### config.mk
export PLATFORM = sky130hd
export DESIGN_NAME = iob_shift_round_seq_flat
export DESIGN_NICKNAME = d
export VERILOG_FILES = /design/src/rtl/iob_shift_round_seq_if.sv /design/src/rtl/iob_shift_round_seq.sv /design/src/flat_wrapper.sv
export SDC_FILE = /design/constraint.sdc
export NUM_CORES = 1
export LEC_CHECK = 0
export BUFFER_PORTS_ARGS = -buffer_cell sky130_fd_sc_hd__buf_2
export CORE_MARGIN = 2
export CORE_UTILIZATION = 57
export DETAILED_ROUTE_END_ITERATION = 12
export PLACE_DENSITY = 0.81
export SYNTH_ARGS = -nofsm -noshare
export SYNTH_HDL_FRONTEND = slang
export SYNTH_SLANG_ARGS = --single-unit
### constraint.sdc
create_clock -name clk_i -period 2.8 [get_ports clk_i]
set_input_delay 0.28 -clock clk_i [delete_from_list [all_inputs] [get_ports clk_i]]
set_output_delay 0.28 -clock clk_i [all_outputs]
set_load 0.1 [all_outputs]
### src/rtl/iob_shift_round_seq_if.sv
// Request/response bundle of the shift-round sequencer.
//   slave  : seen by the sequencer (takes start/man/shift, drives ready/done/results)
//   master : seen by the requester (mirror of slave)
interface iob_shift_round_seq_if #(
    parameter int unsigned DATA_W  = 32,
    parameter int unsigned SHIFT_W = 16
);
    logic               start_i;
    logic               ready_o;
    logic [DATA_W-1:0]  man_i;
    logic [SHIFT_W-1:0] shift_i;
    logic               done_o;
    logic [DATA_W-1:0]  man_o;
    logic               guard_o;
    logic               round_o;
    logic               sticky_o;
    logic               inexact_o;

    modport slave (
        input  start_i, man_i, shift_i,
        output ready_o, done_o, man_o, guard_o, round_o, sticky_o, inexact_o
    );

    modport master (
        output start_i, man_i, shift_i,
        input  ready_o, done_o, man_o, guard_o, round_o, sticky_o, inexact_o
    );
endinterface

### src/rtl/iob_shift_round_seq.sv
// Multi-cycle right shifter with guard/round/sticky capture and RNE rounding.
// Shifts at most STEP bits per cycle; a low-area stand-in for a barrel
// shifter plus sticky tree on the FP alignment path.
//   clk_i     : clock
//   arst_n_i  : asynchronous active-low reset
//   bus       : slave side of iob_shift_round_seq_if (start/ready handshake,
//               mantissa and shift in, rounded mantissa and G/R/S flags out)
module iob_shift_round_seq #(
    parameter int unsigned DATA_W  = 32,
    parameter int unsigned SHIFT_W = 16,
    parameter int unsigned STEP    = 4
) (
    input  logic                  clk_i,
    input  logic                  arst_n_i,
    iob_shift_round_seq_if.slave  bus
);
    localparam int unsigned EXT_W = DATA_W + 2;
    localparam int unsigned REM_W = $clog2(EXT_W + 1);

    typedef enum logic [1:0] {
        IDLE  = 2'd0,
        SHIFT = 2'd1,
        ROUND = 2'd2
    } state_t;

    state_t              state_q, state_n;
    logic [EXT_W-1:0]    ext_q, ext_n;
    logic                s_q, s_n;
    logic [REM_W-1:0]    rem_q, rem_n;
    logic                ready_q, ready_n;
    logic                done_q, done_n;
    logic [DATA_W-1:0]   man_q, man_n;
    logic                g_q, g_n;
    logic                r_q, r_n;
    logic                st_q, st_n;
    logic                inx_q, inx_n;

    logic [REM_W-1:0]    rem_clamp;
    logic [REM_W-1:0]    amt;
    logic [REM_W-1:0]    rem_dec;
    logic                shifted_out;
    logic                up;

    // Shift amount saturated at the extended width: beyond that everything is sticky.
    always_comb begin
        if (32'(bus.shift_i) >= EXT_W) rem_clamp = REM_W'(EXT_W);
        else                           rem_clamp = REM_W'(bus.shift_i);
    end

    // Per-cycle step and OR of the bits leaving the bottom of ext.
    always_comb begin
        if (rem_q > REM_W'(STEP)) amt = REM_W'(STEP);
        else                      amt = rem_q;
        rem_dec     = rem_q - amt;
        shifted_out = 1'b0;
        for (int unsigned i = 0; i < EXT_W; i++) begin
            if (i < 32'(amt)) shifted_out = shifted_out | ext_q[i];
        end
    end

    // Round half to even: bump only past the halfway point or on an odd tie.
    assign up = ext_q[1] & (ext_q[0] | s_q | ext_q[2]);

    // Next-state and next-output logic.
    always_comb begin
        state_n = state_q;
        ext_n   = ext_q;
        s_n     = s_q;
        rem_n   = rem_q;
        ready_n = ready_q;
        done_n  = 1'b0;
        man_n   = man_q;
        g_n     = g_q;
        r_n     = r_q;
        st_n    = st_q;
        inx_n   = inx_q;

        unique case (state_q)
            IDLE: begin
                if (bus.start_i) begin
                    ext_n   = {bus.man_i, 2'b00};
                    s_n     = 1'b0;
                    rem_n   = rem_clamp;
                    ready_n = 1'b0;
                    state_n = (rem_clamp != '0) ? SHIFT : ROUND;
                end
            end
            SHIFT: begin
                s_n   = s_q | shifted_out;
                ext_n = ext_q >> amt;
                rem_n = rem_dec;
                if (rem_dec == '0) state_n = ROUND;
            end
            ROUND: begin
                man_n   = ext_q[EXT_W-1:2] + DATA_W'(up);
                g_n     = ext_q[1];
                r_n     = ext_q[0];
                st_n    = s_q;
                inx_n   = ext_q[1] | ext_q[0] | s_q;
                done_n  = 1'b1;
                ready_n = 1'b1;
                state_n = IDLE;
            end
            default: begin
                state_n = IDLE;
                ready_n = 1'b1;
            end
        endcase
    end

    // State and datapath registers.
    always_ff @(posedge clk_i or negedge arst_n_i) begin
        if (!arst_n_i) begin
            state_q <= IDLE;
            ext_q   <= '0;
            s_q     <= 1'b0;
            rem_q   <= '0;
            ready_q <= 1'b1;
            done_q  <= 1'b0;
            man_q   <= '0;
            g_q     <= 1'b0;
            r_q     <= 1'b0;
            st_q    <= 1'b0;
            inx_q   <= 1'b0;
        end else begin
            state_q <= state_n;
            ext_q   <= ext_n;
            s_q     <= s_n;
            rem_q   <= rem_n;
            ready_q <= ready_n;
            done_q  <= done_n;
            man_q   <= man_n;
            g_q     <= g_n;
            r_q     <= r_n;
            st_q    <= st_n;
            inx_q   <= inx_n;
        end
    end

    assign bus.ready_o   = ready_q;
    assign bus.done_o    = done_q;
    assign bus.man_o     = man_q;
    assign bus.guard_o   = g_q;
    assign bus.round_o   = r_q;
    assign bus.sticky_o  = st_q;
    assign bus.inexact_o = inx_q;
endmodule

### src/flat_wrapper.sv
// flat-port wrapper written by rule: the top's interface ports become plain ports
module iob_shift_round_seq_flat 
#(
    parameter int unsigned DATA_W  = 32,
    parameter int unsigned SHIFT_W = 16,
    parameter int unsigned STEP    = 4
)
  (clk_i, arst_n_i, bus_start_i, bus_man_i, bus_shift_i, bus_ready_o, bus_done_o, bus_man_o, bus_guard_o, bus_round_o, bus_sticky_o, bus_inexact_o);
  iob_shift_round_seq_if #(.DATA_W(DATA_W), .SHIFT_W(SHIFT_W)) bus_i ();
  input  logic clk_i;
  input  logic arst_n_i;
  input wire logic [$bits(bus_i.start_i)-1:0] bus_start_i;
  input wire logic [$bits(bus_i.man_i)-1:0] bus_man_i;
  input wire logic [$bits(bus_i.shift_i)-1:0] bus_shift_i;
  output wire logic [$bits(bus_i.ready_o)-1:0] bus_ready_o;
  output wire logic [$bits(bus_i.done_o)-1:0] bus_done_o;
  output wire logic [$bits(bus_i.man_o)-1:0] bus_man_o;
  output wire logic [$bits(bus_i.guard_o)-1:0] bus_guard_o;
  output wire logic [$bits(bus_i.round_o)-1:0] bus_round_o;
  output wire logic [$bits(bus_i.sticky_o)-1:0] bus_sticky_o;
  output wire logic [$bits(bus_i.inexact_o)-1:0] bus_inexact_o;
  assign bus_i.start_i = bus_start_i;
  assign bus_i.man_i = bus_man_i;
  assign bus_i.shift_i = bus_shift_i;
  assign bus_ready_o = bus_i.ready_o;
  assign bus_done_o = bus_i.done_o;
  assign bus_man_o = bus_i.man_o;
  assign bus_guard_o = bus_i.guard_o;
  assign bus_round_o = bus_i.round_o;
  assign bus_sticky_o = bus_i.sticky_o;
  assign bus_inexact_o = bus_i.inexact_o;
  iob_shift_round_seq #(.DATA_W(DATA_W), .SHIFT_W(SHIFT_W), .STEP(STEP)) u_core (.clk_i(clk_i), .arst_n_i(arst_n_i), .bus(bus_i));
endmodule
### Word level (Yosys, flattened, before mapping)

Index checks and enable logic that the tools add are counted.

* register bits after elaboration: 81
* input bits: 51
* word-level logic and storage cells: 149

* muxes and demuxes: 48
* equal/unequal tests: 4
* reductions and logical operators: 7
* add/sub/neg operators: 2
* magnitude comparators: 36
* shift operators: 1
* bitwise operators: 40

Operators by type and width (count)
* less-than comparator 5 x 6 -> 1 bit (first input constant): 16
* case mux 34 bit (2 select lines): 1
* less-than comparator 4 x 6 -> 1 bit (first input constant): 8
* bitwise OR 1 bit: 38
* two-way mux 1 bit: 36
* two-way mux 34 bit: 1
* right shift 34 x 6 -> 34 bit: 1
* adder 32 x 1 -> 32 bit: 1
* less-than comparator 3 x 6 -> 1 bit (first input constant): 4
* two-way mux 6 bit: 3
* greater-or-equal comparator 16 x 6 -> 1 bit (second input constant): 1
* less-than comparator 1 x 6 -> 1 bit (first input constant): 2
* less-than comparator 2 x 6 -> 1 bit (first input constant): 2
* less-than comparator 6 bit (first input constant): 2
* case mux 6 bit (2 select lines): 1
* > comparator 6 x 3 -> 1 bit (second input constant): 1
* logical NOT 6 bit: 1
* two-way mux 2 bit: 3
* AND reduction 2 bit: 3
* nonzero test 6 bit: 1
* subtractor 6 bit: 1
* case mux 1 bit (2 select lines): 2
* case mux 2 bit (2 select lines): 1
* equality test 2 x 1 -> 1 bit (second input constant): 1
* other kinds (7): 7

### Longest topological paths before layout

Gate-level depths: netlist of run 1.

* depth after elaboration: 72
* gate-level depth with buffers: 11
* depth with buffers taken out: 8

### Worst setup path after synthesis of run 1

Ideal clock, no wire load.

* kind: register to register
* start: register u_core.rem_q[4]
* end: register u_core.state_q[0]
* arrival: 2228 ps
* path buffers: 3
* setup time: 121 ps
* slack: 451 ps
* stages on the path, launching flop included: 12
* path through: dfrtp_1 > buf_6 > or4_4 > buf_6 > buf_6 > nand2_1 > ha_1 > nor2_1 > a22oi_1 > xor2_1 > nand4_1 > a22o_1

* cells in the longest elaborated chain, start to end: 6

Ends and longest elaborated chain
* start, declared: RTL line iob_shift_round_seq.sv:29 `logic [REM_W-1:0] rem_q, rem_n;`
* start signal, assigned: RTL line iob_shift_round_seq.sv:129 `rem_q <= rem_n;`
* > comparator 6 x 3 -> 1 bit: RTL line iob_shift_round_seq.sv:52 `if (rem_q > REM_W'(STEP)) amt = REM_W'(STEP);`
* two-way mux 6 bit: RTL line iob_shift_round_seq.sv:52
* subtractor 6 bit *: RTL line iob_shift_round_seq.sv:54 `rem_dec = rem_q - amt;`
* logical NOT 6 bit *: RTL line iob_shift_round_seq.sv:92 `if (rem_dec == '0) state_n = ROUND;`
* != test 2 x 1 -> 1 bit (no source line) *
* AND reduction 2 bit (no source line) *
* end signal, assigned: RTL line iob_shift_round_seq.sv:126 `state_q <= state_n;`
* end, declared: RTL line iob_shift_round_seq.sv:26 `state_t state_q, state_n;`

Mark *: on every way between the ends. The rest lies on a longest branch, timed or not.
A chain may end at the register's enable or synchronous reset.

### Worst setup path after layout of run 1

Same ends and word-level chain as after synthesis.

==> flow_summary_export.csv, run 1 <==
group,metric,value,unit
outcome,status,"finished clean",
grt,antenna_found_initial,0,
critical_path,crit_chain,"or4_4 > nand2_1 > ha_1 > nor2_1 > a22oi_1 > xor2_1 > nand4_1 > a22o_1",
clock_tree,cts_root_buffer,"clkbuf_8",
finish,final_cell_mix,"92 x nand2_1, 87 x buf_2, 80 x dfrtp_1",
yosys,yosys-mux-area-fraction,9.79,%
placed_design,io_buffer_count,88,
yosys,ys_seq_area_share,38.4,%
die,initial_core_util,57.9,%
critical_path,cp-endpoint,"u_core.state_q[0]",
die,ioPinCount,89,
die,core,0.00911,mm^2
timing,period_share,84.2,%
critical_path,r2r_end,"u_core.state_q[0]",
die,die_y,100,um
power,ir_worst_vdd,0.972,mV
finish,drive_gt1_share,22.5,%
routing,wire_per_inst,17.4,um
routing,drc,0,
placed_design,hpwl,9.48,mm
critical_path,slowest_stage,"or4_4",
clock_tree,postCtsSetupBuffers,0,
clock_tree,cts_hold_buf,0,
yosys,synth_edf_count,0,
yosys,synth_xor_area_share,5.15,%
yosys,synth_area,0.00528,mm^2
power,design_power_total,8150,uW
timing,max_slew_margin,30.7,%
routing,routed_wl,13.6,mm
finish,fillCellCount,773,
yosys,synth_compound_area_share,18.2,%
yosys,synth_top_family_by_area,"simple AND/OR/NAND/NOR gates",
critical_path,cpPeakStageDelay,560,ps
yosys,synth_seq_cells,81,
die,die_w,100,um
finish,fin_area,0.00586,mm^2
yosys,async_flop_share,100,%
critical_path,cp_max_fo,8,
timing,rsz0062_at_grt,"no",
timing,fin_setup_tns,0,ps
die,rows,35,
timing,min_period,2360,ps
finish,num-nets-final,720,
clock_tree,clockBufferDepth,2,
clock_tree,clkSinkCount,81,
routing,final_antenna_net_count,0,
timing,skew,14.3,ps
critical_path,critPathArrivalTime,2610,ps
clock_tree,cts_tree,"yes",
yosys,syn_inst,614,
clock_tree,cts_buffers,9,
yosys,postSynthAreaPerCell,8.59,um^2
critical_path,r2r_start,"u_core.rem_q[4]",
die,die_area,0.0100,mm^2
routing,first_iter_violations,297,
critical_path,rr_worst_depth,8,
power,leakage,0.00267,uW
placed_design,place_congestion,0.923,
yosys,yosys.area_share.simple,20.7,%
yosys,synth_nets,667,
clock_tree,cts_resized,0,
grt,grt_pass1_wl,22.4,mm
clock_tree,clkTransAtPathRegs,90,ps
hold_path,hold_path.class,"in -> async",
critical_path,ff2ff_setup_slack,440,ps
grt,grt_max_degree,82,
yosys,ys_types,60,
timing,hold_violations,0,
finish,final_common_cell,"nand2_1",
finish,area_delta_synth_final,11.0,%
critical_path,required,3060,ps
finish,insertedDiodeCount,0,
grt,overflow,0,
flow_run,maxCapViolCount,0,
routing,dr.pass1.iters,5,
placed_design,placed_area,0.00563,mm^2
timing,worst_slew_pin_slew,1040,ps
yosys,yosysTopAreaCell,"dfrtp_1",
yosys,synth_top_area_share,37.9,%
clock_tree,htree_levels,3,
timing,slew_violations,0,
clock_tree,clk_latency,360,ps
critical_path,end_kind,"flip-flop",
critical_path,crit_type,"reg -> reg",
yosys,ys.flop_type,"dfrtp_1",
yosys,yosys-top-cells-area,"dfrtp_1 38%, nand2_1 6.6%, mux2i_1 5.3%",
grt,grt_pass1_vias,4553,
critical_path,startpoint,"u_core.rem_q[4]",
timing,max_freq,424,MHz
yosys,synth-adder-area-share,0.474,%
timing,setup_violations,0,
grt,grt_usage,28.1,%
critical_path,start_kind,"flip-flop",
power,power_per_cell_area,1390,mW/mm^2
yosys,yosys_warnings,0,
routing,vias,4775,
routing,vias_per_cell,6.11,
## worst min path at each step
stage / end / slack [ps]
2_1_floorplan: u_core.bus.done_o / -20
3_3_place_gp: u_core.bus.sticky_o / 460
3_5_place_dp: u_core.bus.round_o / 460
4_1_cts: u_core.ext_q[12] / 140
5_1_grt: u_core.bus.man_o[13] / 170
6_report: u_core.ext_q[19] / 100
## routing by layer
layer | global-route usage, % | share of wire (%) | vias up
met5 | 0 | 0 | -
met4 | 9.48 | 1.7 | 0
met3 | 4.60 | 6.2 | 21
met2 | 44.7 | 48 | 198
met1 | 39.1 | 44 | 2268
li1 | - | - | 2288
## synthesized netlist by cell type (12+ instances only)
master / count
and3_1: 17
dfrtp_1: 80
nor2_1: 35
nand4_1: 15
o21ai_1: 20
nand3_1: 19
a221o_1: 16
nand2_1: 93
mux2i_1: 28
o21ai_0: 54
buf_2: 12
clkbuf_1: 31
xor2_1: 20
a21oi_1: 34
inv_1: 12
mux2_2: 21
## cells by family (layout without fill, tap and decap cells)
| group | Yosys count | in the layout |
|---|---|---|
| other cells | 1 | 1 |
| fa+ha+maj | 2 | 2 |
| xor+xnor | 31 | 31 |
| buf+inv | 71 | 127 |
| compound gates | 160 | 160 |
| simple gates | 219 | 219 |
| flops | 81 | 81 |
| mux | 49 | 49 |
## final cells by class
cell class	instances	area (um^2)	share of cell area, %
clock buffer	9	124	2.12
clock inverter	5	104	1.77
inverter	13	48.8	0.833
multi-input combinational	462	2880	49.2
sequential	81	2030	34.6
tap	111	139	2.37
timing repair buffer	100	533	9.10
## registers in the layout (all words and copies together), names as in the netlist
| signal | cells |
|---|---|
| u_core.bus.round_o | 1 |
| u_core.bus.done_o | 1 |
| u_core.s_q | 1 |
| u_core.ext_q | 34 |
| u_core.bus.man_o | 32 |
| u_core.bus.guard_o | 1 |
| u_core.rem_q | 6 |
| u_core.state_q | 2 |
| u_core.bus.sticky_o | 1 |
| u_core.bus.ready_o | 1 |
| u_core.bus.inexact_o | 1 |
## metrics by stage
stage	setup slack [ps]	std cells	hold WS (ps)	utilization (%)
2_1_floorplan	451	614	-15.6	-
3_3_place_gp	630	767	456	61.8
3_5_place_dp	517	767	461	61.8
4_1_cts	500	781	145	64.3
5_1_grt	327	781	166	64.3
6_report	442	781	95.2	64.3
## critical path: cells and delay by family, from the launching register on
family / cells / cell delay, ps
simple gates: 4 / 870
xor+xnor: 1 / 200
flops: 1 / 470
fa+ha+maj: 1 / 190
compound gates: 2 / 510
## power breakdown
group	leakage (uW)	internal, uW	switching [uW]
sequential	0.00103	1680	738
combinational	0.00152	1390	3310
clock	0.000116	585	442
Power figures use the tool's default switching activity.
==> run 2, diff against run 1 <==
==> constraint.sdc (replaced) <==
create_clock -name clk_i -period 2.3 [get_ports clk_i]
set_input_delay 0.23 -clock clk_i [delete_from_list [all_inputs] [get_ports clk_i]]
set_output_delay 0.23 -clock clk_i [all_outputs]
set_load 0.1 [all_outputs]
==> run 2 against run 1 <==
Net effect:
- die area unchanged
- via count is 3.3% higher
- utilization is 2.0 points higher
- combinational power up 33%
- worst hold slack gained 23 ps
- critical path depth unchanged
- cell count up 3.1%
- critical path type unchanged
- global-route usage up 1.0 points
- clock skew down 2.9 ps
- largest cell class unchanged
==> flow_summary_export.csv, run 2 (synthesis gave the netlist of run 1 again) <==
group,metric,value,unit
placed_design,hpwl,10.1,mm
timing,rsz0062_at_grt,"no",
routing,vias,4934,
timing,worst_slew_pin_slew,1000,ps
finish,multi_input_area,0.00288,mm^2
routing,drc,0,
finish,fillCellCount,786,
grt,grt_usage,29.1,%
grt,grt_pass1_vias,4750,
critical_path,critPathArrivalTime,2330,ps
grt,grt_max_degree,44,
hold_path,hold_path.class,"in -> reg",
routing,final_antenna_net_count,0,
die,initial_core_util,57.9,%
routing,vias_per_cell,6.13,
clock_tree,clkSinkCount,81,
critical_path,crit_chain,"or4_4 > nand2_1 > ha_1 > nor2_1 > a22oi_2 > xor2_1 > nand4_1 > a22o_1",
routing,wire_per_inst,17.4,um
power,leakage,0.00278,uW
clock_tree,clkTransAtPathRegs,80,ps
timing,fin_setup_tns,0,ps
routing,routed_wl,14.0,mm
critical_path,crit_type,"reg -> reg",
timing,hold_slack,118,ps
finish,drive_gt1_share,25.2,%
timing,hold_violations,0,
die,die_w,100,um
critical_path,start_kind,"flip-flop",
critical_path,cp_max_fo,3,
die,die_area,0.0100,mm^2
finish,layout.area.seq,0.00203,mm^2
finish,area_delta_synth_final,14.5,%
die,die_y,100,um
timing,slew_violations,0,
clock_tree,cts_buffers,9,
finish,final_cell_mix,"92 x nand2_1, 87 x buf_2, 80 x dfrtp_1",
timing,skew,11.4,ps
timing,setup_violations,0,
outcome,status,"finished clean",
placed_design,place_congestion,0.941,
grt,grt_pass1_wl,23.2,mm
power,power_per_cell_area,1670,mW/mm^2
critical_path,end_kind,"flip-flop",
critical_path,slowest_stage,"or4_4",
routing,first_iter_violations,241,
finish,insertedDiodeCount,0,
grt,overflow,0,
timing,max_freq,481,MHz
clock_tree,clockBufferDepth,2,
timing,max_slew_margin,33.1,%
grt,antenna_found_initial,0,
critical_path,required,2550,ps
die,rows,35,
die,core,0.00911,mm^2
finish,largest_register,"u_core.ext_q",
flow_run,maxCapViolCount,0,
power,ir_worst_vdd,0.890,mV
finish,num-nets-final,742,
routing,dr.pass1.iters,5,
clock_tree,cts_tree,"yes",
die,ioPinCount,89,
finish,final_common_cell,"nand2_1",
timing,min_period,2080,ps
clock_tree,htree_levels,3,
timing,period_share,90.4,%
clock_tree,clk_latency,370,ps
critical_path,cpPeakStageDelay,530,ps
finish,largest_reg_flops,34,
placed_design,io_buffer_count,88,
clock_tree,cts_root_buffer,"clkbuf_8",
## run 2: cell types whose count changed in the layout (fill, tap and decap cells not counted), sizes merged
cell / delta
bufinv: -2
dlygate4sd3: +1
clkinvlp: +1
clkbuf: +2
clkinv: +2
buf: +21
inv: -1
## run 2: repair_timing
| action | in CTS | in global routing |
|---|---|---|
| hold buffers | 1 | 0 |
| endpoints found under the hold margin | 39 | 0 |
| buffers inserted | 0 | 0 |
| gates resized for setup | 0 | 0 |
## run 2: layer usage
| metal | wire (um) | up-vias | track usage (%) |
|---|---|---|---|
| li1 | - | 2335 | - |
| met1 | 6030 | 2367 | 39.6 |
| met2 | 6810 | 214 | 47.0 |
| met3 | 961 | 18 | 4.04 |
| met4 | 223 | 0 | 11.7 |
| met5 | 0 | - | 0 |
## run 2: area by class of cell
class	instances	area share [%]
sequential	81	33.6
clock inverter	5	1.06
inverter	13	0.808
clock buffer	11	2.51
tap	111	2.30
multi-input combinational	462	47.7
timing repair buffer	122	12.0
## run 2: worst max-delay path, delay by kind of cell, from the launching register on
| family | cells | cell delay (ps) |
|---|---|---|
| and+or+nand+nor | 4 | 830 |
| AOI/OAI and AO/OA | 2 | 420 |
| DFF | 1 | 390 |
| adders and majority gates | 1 | 170 |
| xor gates and xnor gates | 1 | 170 |
## run 2: worst paths after layout
kind / start / end / slack, ps / cells after the start
min reg2reg: u_core.bus.guard_o / u_core.bus.guard_o / 470 / 2
max reg2reg: u_core.rem_q[4] / u_core.state_q[0] / 220 / 8
max: u_core.rem_q[4] / u_core.state_q[0] / 220 / 8
min in group asynchronous: arst_n_i / u_core.bus.man_o[12] / 390 / 2
min: bus_shift_i[0] / u_core.rem_q[0] / 120 / 3
max in group asynchronous: arst_n_i / u_core.bus.man_o[18] / 1290 / 3
## run 2: report_power, final
group	leakage (uW)	internal [uW]	total [uW]	switching, uW
combinational	0.00164	1900	6240	4330
clock	0.000106	566	1120	553
sequential	0.00103	2050	2720	667
total	0.00278	4520	10100	5550
## run 2: stage by stage
stage	setup slack [ps]	util (%)	cell area, um^2	std cells	total power, uW
after floorplan	1.59	-	5280	614	7600
after global placement	325	63.8	5820	788	8750
after CTS	247	66.3	6040	805	10000
after global routing	52.9	66.3	6040	805	10700
after detailed placement	268	63.8	5820	788	8910
final	220	66.3	6040	805	10100
